File: src/rtl/div_unit_pkg.sv
// Shared definitions for the iterative MIPS divider: operand width and FSM state encodings.
package div_unit_pkg;

  localparam int DATA_W = 32;

  typedef enum logic [1:0] {
    DIV_FREE   = 2'b00,
    DIV_BYZERO = 2'b01,
    DIV_ON     = 2'b10,
    DIV_END    = 2'b11
  } div_state_e;

endpackage

File: src/rtl/div_unit.sv
// Iterative radix-2 restoring divider for DIV/DIVU in the execute stage.
// Returns {remainder, quotient} for the HI/LO write and stalls the front end while iterating.
module div_unit
  import div_unit_pkg::*;
(
  input  logic                  clk,
  input  logic                  rst,
  input  logic                  start,
  input  logic                  signed_div,
  input  logic [DATA_W-1:0]     opa,
  input  logic [DATA_W-1:0]     opb,
  input  logic                  annul,
  output logic [2*DATA_W-1:0]   result,
  output logic                  ready,
  output logic                  stall_req
);

  div_state_e state, state_nxt;
  logic [4:0] cnt;

  // Latched operands. acc holds {partial remainder, dividend/quotient}.
  logic [DATA_W-1:0]   opa_raw;
  logic [DATA_W-1:0]   divisor;
  logic [2*DATA_W-1:0] acc;
  logic                q_neg;
  logic                r_neg;

  logic [2*DATA_W:0]   acc_shift;
  logic [DATA_W:0]     trial;
  logic [2*DATA_W-1:0] acc_step;
  logic [DATA_W-1:0]   quot_fix;
  logic [DATA_W-1:0]   rem_fix;

  // Two's-complement negate when en is set.
  function automatic logic [DATA_W-1:0] neg_if(input logic [DATA_W-1:0] v, input logic en);
    return en ? (~v + {{(DATA_W-1){1'b0}}, 1'b1}) : v;
  endfunction

  // Magnitude of a signed operand; unsigned operands pass through. |0x80000000| stays 0x80000000.
  function automatic logic [DATA_W-1:0] abs_if(input logic [DATA_W-1:0] v, input logic sgn);
    return neg_if(v, sgn & v[DATA_W-1]);
  endfunction

  // One restoring step: shift, trial-subtract, keep the difference when it does not borrow.
  always_comb begin
    acc_shift = {acc, 1'b0};
    trial     = acc_shift[2*DATA_W:DATA_W] - {1'b0, divisor};
    if (trial[DATA_W])
      acc_step = acc_shift[2*DATA_W-1:0];
    else
      acc_step = {trial[DATA_W-1:0], acc_shift[DATA_W-1:1], 1'b1};
    quot_fix  = neg_if(acc[DATA_W-1:0], q_neg);
    rem_fix   = neg_if(acc[2*DATA_W-1:DATA_W], r_neg);
  end

  // Next-state logic; annul overrides everything, start is only honoured in DIV_FREE.
  always_comb begin
    state_nxt = state;
    if (annul) begin
      state_nxt = DIV_FREE;
    end else begin
      case (state)
        DIV_FREE:   if (start) state_nxt = (opb == '0) ? DIV_BYZERO : DIV_ON;
        DIV_BYZERO: state_nxt = DIV_FREE;
        DIV_ON:     if (cnt == 5'd31) state_nxt = DIV_END;
        DIV_END:    state_nxt = DIV_FREE;
        default:    state_nxt = DIV_FREE;
      endcase
    end
  end

  // Stall the front end from the request cycle through the last iteration; a zero divisor needs none.
  assign stall_req = (state == DIV_ON) ||
                     ((state == DIV_FREE) && start && !annul && (opb != '0));

  // Control state, iteration counter and the completed-result register.
  always_ff @(posedge clk) begin
    if (!rst) begin
      state  <= DIV_FREE;
      cnt    <= '0;
      ready  <= 1'b0;
      result <= '0;
    end else begin
      state <= state_nxt;
      ready <= 1'b0;
      if (!annul) begin
        case (state)
          DIV_FREE:   cnt <= '0;
          DIV_ON:     cnt <= cnt + 5'd1;
          DIV_END: begin
            result <= {rem_fix, quot_fix};
            ready  <= 1'b1;
          end
          DIV_BYZERO: begin
            result <= {opa_raw, {DATA_W{1'b1}}};
            ready  <= 1'b1;
          end
          default: cnt <= '0;
        endcase
      end
    end
  end

  // Operand capture at request time, then one iteration per cycle while in DIV_ON.
  always_ff @(posedge clk) begin
    if (state == DIV_FREE && start) begin
      opa_raw <= opa;
      divisor <= abs_if(opb, signed_div);
      acc     <= {{DATA_W{1'b0}}, abs_if(opa, signed_div)};
      q_neg   <= signed_div & (opa[DATA_W-1] ^ opb[DATA_W-1]);
      r_neg   <= signed_div & opa[DATA_W-1];
    end else if (state == DIV_ON) begin
      acc     <= acc_step;
    end
  end

endmodule
File: config.mk
export PLATFORM = sky130hd
export DESIGN_NAME = div_unit
export DESIGN_NICKNAME = d
export VERILOG_FILES = /design/src/rtl/div_unit_pkg.sv /design/src/rtl/div_unit.sv
export SDC_FILE = /design/constraint.sdc
export NUM_CORES = 1
export LEC_CHECK = 0
export ABC_AREA = 1
export CELL_PAD_IN_SITES_DETAIL_PLACEMENT = 1
export CELL_PAD_IN_SITES_GLOBAL_PLACEMENT = 2
export CORE_MARGIN = 8
export CORE_UTILIZATION = 32
export DETAILED_ROUTE_END_ITERATION = 8
export GPL_TIMING_DRIVEN = 0
export PLACE_DENSITY_LB_ADDON = 0.1
export SYNTH_ARGS = -nofsm -noshare
export SYNTH_HDL_FRONTEND = slang
export SYNTH_SLANG_ARGS = --single-unit
File: constraint.sdc
create_clock -name clk -period 4.24 [get_ports clk]
set_input_delay 0.424 -clock clk [delete_from_list [all_inputs] [get_ports clk]]
set_output_delay 0.424 -clock clk [all_outputs]
set_load 0.03 [all_outputs]
==> results.txt <==
----------------------------------------------------
[Final layout]
  Cell area after layout ... 16600 sq um
  Count of nets after finishing ... 2340
  Fraction of layout cells with a size suffix above 1 ... 3.643%
  Final core area utilization ... 38.87%
  Fill cell instance count of the final layout ... 5469
  Total area of sequential cells ... 5025 sq um
  Area growth, synth to finish ... 20.97%
  Area used by multi-input combinational logic ... 7126 sq um
  Non-filler instance count after layout ... 2798

[Power]
  Leakage power summed over all cells ... 7.745 nW
  Power density relative to cell area ... 312.8 nW/um^2
  Worst IR drop on VDD ... 0.2548 mV
  Total Power ... 5.191 mW

[Drt]
  Per-cell via count in the routed design ... 4.977
  DRC violation total after the first TritonRoute iteration ... 781
  Wire length per cell after detailed routing ... 19.60 microns
  Number of vias after detailed routing ... 13930
  Routed wire length ... 54.83 mm
  Number of DRC violations after detailed routing ... 0
  Remaining antenna violation count after routing ... 0
  First-pass DRT Iterations ... 5

[Hold path]
  Tightest Hold Check Type ... flip-flop to flip-flop

[Job]
  Number of max-cap violations ... 0

[Synth]
  Post-Synthesis Mean Instance Area ... 6.628 sq um
  Most common flop cell mapped by yosys ... dfxtp_1
  Most frequent cell after synthesis ... nand2_1
  Syn_nets ... 2178
  Synth top area cells ... edfxtp_1, nand2_1, dfxtp_1, inv_1, nand3_1
  Library cell with the largest summed area after synthesis ... edfxtp_1
  Gate count of the mapped netlist ... 2070
  Count of distinct cell types in the synthesized netlist ... 47
  Async set or reset register ratio after synthesis ... 0%
  Number of enable-type register cells in the synthesized netlist ... 98
  FF+latch count, synth ... 202
  Synth top cells by count ... nand2_1, inv_1, nor2_1, nand3_1, o21ai_0
  Combined area of all synthesized cells ... 13720 sq um
  Share of synthesized area occupied by flip-flops and latches ... 36.63%
  Share of the synthesized area in the top cell type ... 21.45%
  Total of warnings raised by yosys ... 0

[Die]
  Initial Util ... 32.13%
  DIE AREA ... 49760 sq um
  Overall die width ... 223.1 microns
  Placeable core area ... 42700 sq um
  Standard-cell rows ... 76
  Floorplan die height ... 223.1 microns
  Number of primary I/O pins ... 135

[STA]
  Total setup violations reported at the end of the flow ... 0
  Least setup slack across all paths after layout ... 766.2 ps
  Worst slew margin relative to its limit ... 36.97%
  Achievable clock frequency ... 287.9 MHz
  Pin slew with the least headroom to its limit ... 945.5 ps
  Max-slew violations ... 0
  Number of hold-slack violations in the final timing report ... 0
  Fin Setup TNS ... 0 ps
  Setup repair after global routing missed its margin ... false
  Fin crit period ... 3474 ps
  Worst clock skew on the final layout ... 26.20 ps
  Final-layout worst hold slack ... 464.7 ps
  Final critical-path share of the clock period ... 81.93%

[Global routing]
  Overall routing resource usage ... 21.71%
  Initial antenna violation count ... 0
  Pin count of the biggest net entering global routing ... 40
  Remaining global-route overflow ... 0
  First-pass GRT wire length ... 85.02 mm
  Number of global-route vias before repair ... 14530

[Clock network]
  CTS H-tree depth ... 1
  Number of cells upsized or downsized after cts ... 0
  Clock-pin slew on the worst setup and hold paths ... 60 ps
  Buffer cell driving the clock tree root ... clkbuf_16
  Clock network latency to the later pin of the worst-skew pair ... 540 ps
  Buffers from clock root to sink, at most ... 3
  CTS tree ... done
  Number of buffers created by CTS ... 25
  Hold buffer count at cts ... 0
  Setup repair bufs after CTS ... 0
  Sink Count ... 202

[Worst setup path]
  Critical Path Max Stage Delay ... 750 ps
  Crit path capture type ... primary output
  Data required time of the critical path ... 3820 ps
  Most used cell, CP ... clkbuf_1
  Critical path fanouts, max ... 10
  CP Class ... flip-flop to primary output
  Cell Chain, Critical Path ... clkbuf_1 > nor2_1 > nand2_1 > clkbuf_1 > o31ai_1 > clkdlybuf4s50_1
  Flop2flop setup slack ... 1460 ps
  Arrival time of data at the critical path endpoint ... 3050 ps
  Slowest cell on the critical path ... clkdlybuf4s50_1
  Kind of start point of the critical path ... flip-flop

[Placement]
  Cell area after placement ... 15770 sq um
  Placed cells ... 2751
  Routability-driven placement congestion ratio ... 0.8635
  Number of input and output port buffers inserted ... 134
  Post-DP HPWL ... 45.11 mm
  Pre-CTS worst setup slack ... 715.0 ps

[Status]
  Outcome ... finished, final reports clean

----------------------------------------------------
cells by family (layout without fill, tap and decap cells):
group,Yosys count,after routing,synth area share (%)
buffers and inverters,395,576,11.44
AOI/OAI and AO/OA,270,270,10.55
DFF,202,202,36.63
xor gates and xnor gates,75,75,4.788
other,0,1,0
adders and majority gates,39,39,3.612
and+or+nand+nor,1089,1089,32.99
layout by cell type (no fill, tap or decap), types with 4 or more instances in the layout:
master / netlist / final
dfxtp_1: 104 / 104
nand4_1: 23 / 23
clkdlybuf4s50_1: 0 / 134
or2_2: 5 / 5
nor3_1: 29 / 29
clkbuf_16: 0 / 25
buf_6: 7 / 7
o21ai_0: 128 / 128
buf_1: 4 / 4
a21oi_1: 100 / 100
nand2_2: 5 / 5
clkbuf_1: 39 / 43
clkinv_2: 0 / 4
nand2_1: 621 / 621
ha_1: 38 / 38
o31ai_1: 5 / 5
buf_2: 6 / 6
o211ai_1: 16 / 16
nand3_1: 176 / 176
inv_1: 331 / 330
o221ai_1: 4 / 4
xnor2_1: 23 / 23
xor2_1: 52 / 52
a31oi_1: 10 / 10
and2_1: 7 / 7
edfxtp_1: 98 / 98
clkbuf_8: 1 / 6
nor2_1: 204 / 204
final cells by class:
class | count | share of cell area [%]
sequential | 202 | 30.28
tap | 546 | 4.116
inverter | 334 | 7.554
timing repair buffer | 135 | 8.203
clock inverter | 11 | 0.6785
clock buffer | 35 | 4.297
antenna | 1 | 0.01508
multi-input combinational | 1473 | 42.94
buffer | 61 | 1.922
flip-flops by register name, indices dropped and copies added, names as in the netlist:
signal	count
state	2
q_neg	1
divisor	32
cnt	5
opa_raw	32
ready	1
result	64
acc	64
r_neg	1
worst max-delay path, delay by kind of cell, from the launching register on:
kind,cells,cell delay [ps]
buffers and inverters,3,1280
AOI/OAI and AO/OA,1,470
DFF,1,290
and+or+nand+nor,2,490
power breakdown:
part           leakage, nW  internal, mW  switching, mW
Sequential            1.80          2.17         0.0669
Combinational         5.54         0.254          0.543
Clock                0.406          1.29          0.866
Total                 7.74          3.71           1.48
path summary, 6_finish.rpt:
check,startpoint,endpoint,cells after the start
worst max-delay path,state[1],stall_req,6
worst min-delay path,result[61],result[61],2
worst max register to register,state[1],acc[9],5
worst min register to register,result[61],result[61],2
per-layer routing:
metal  global-route usage (%)  share of wire, %
met1                    31.04                50
met2                    34.96                45
met3                    2.548               3.8
met4                    4.057               1.8
met5                        0                 0
Note: power is estimated with default switching activity, not from simulation.
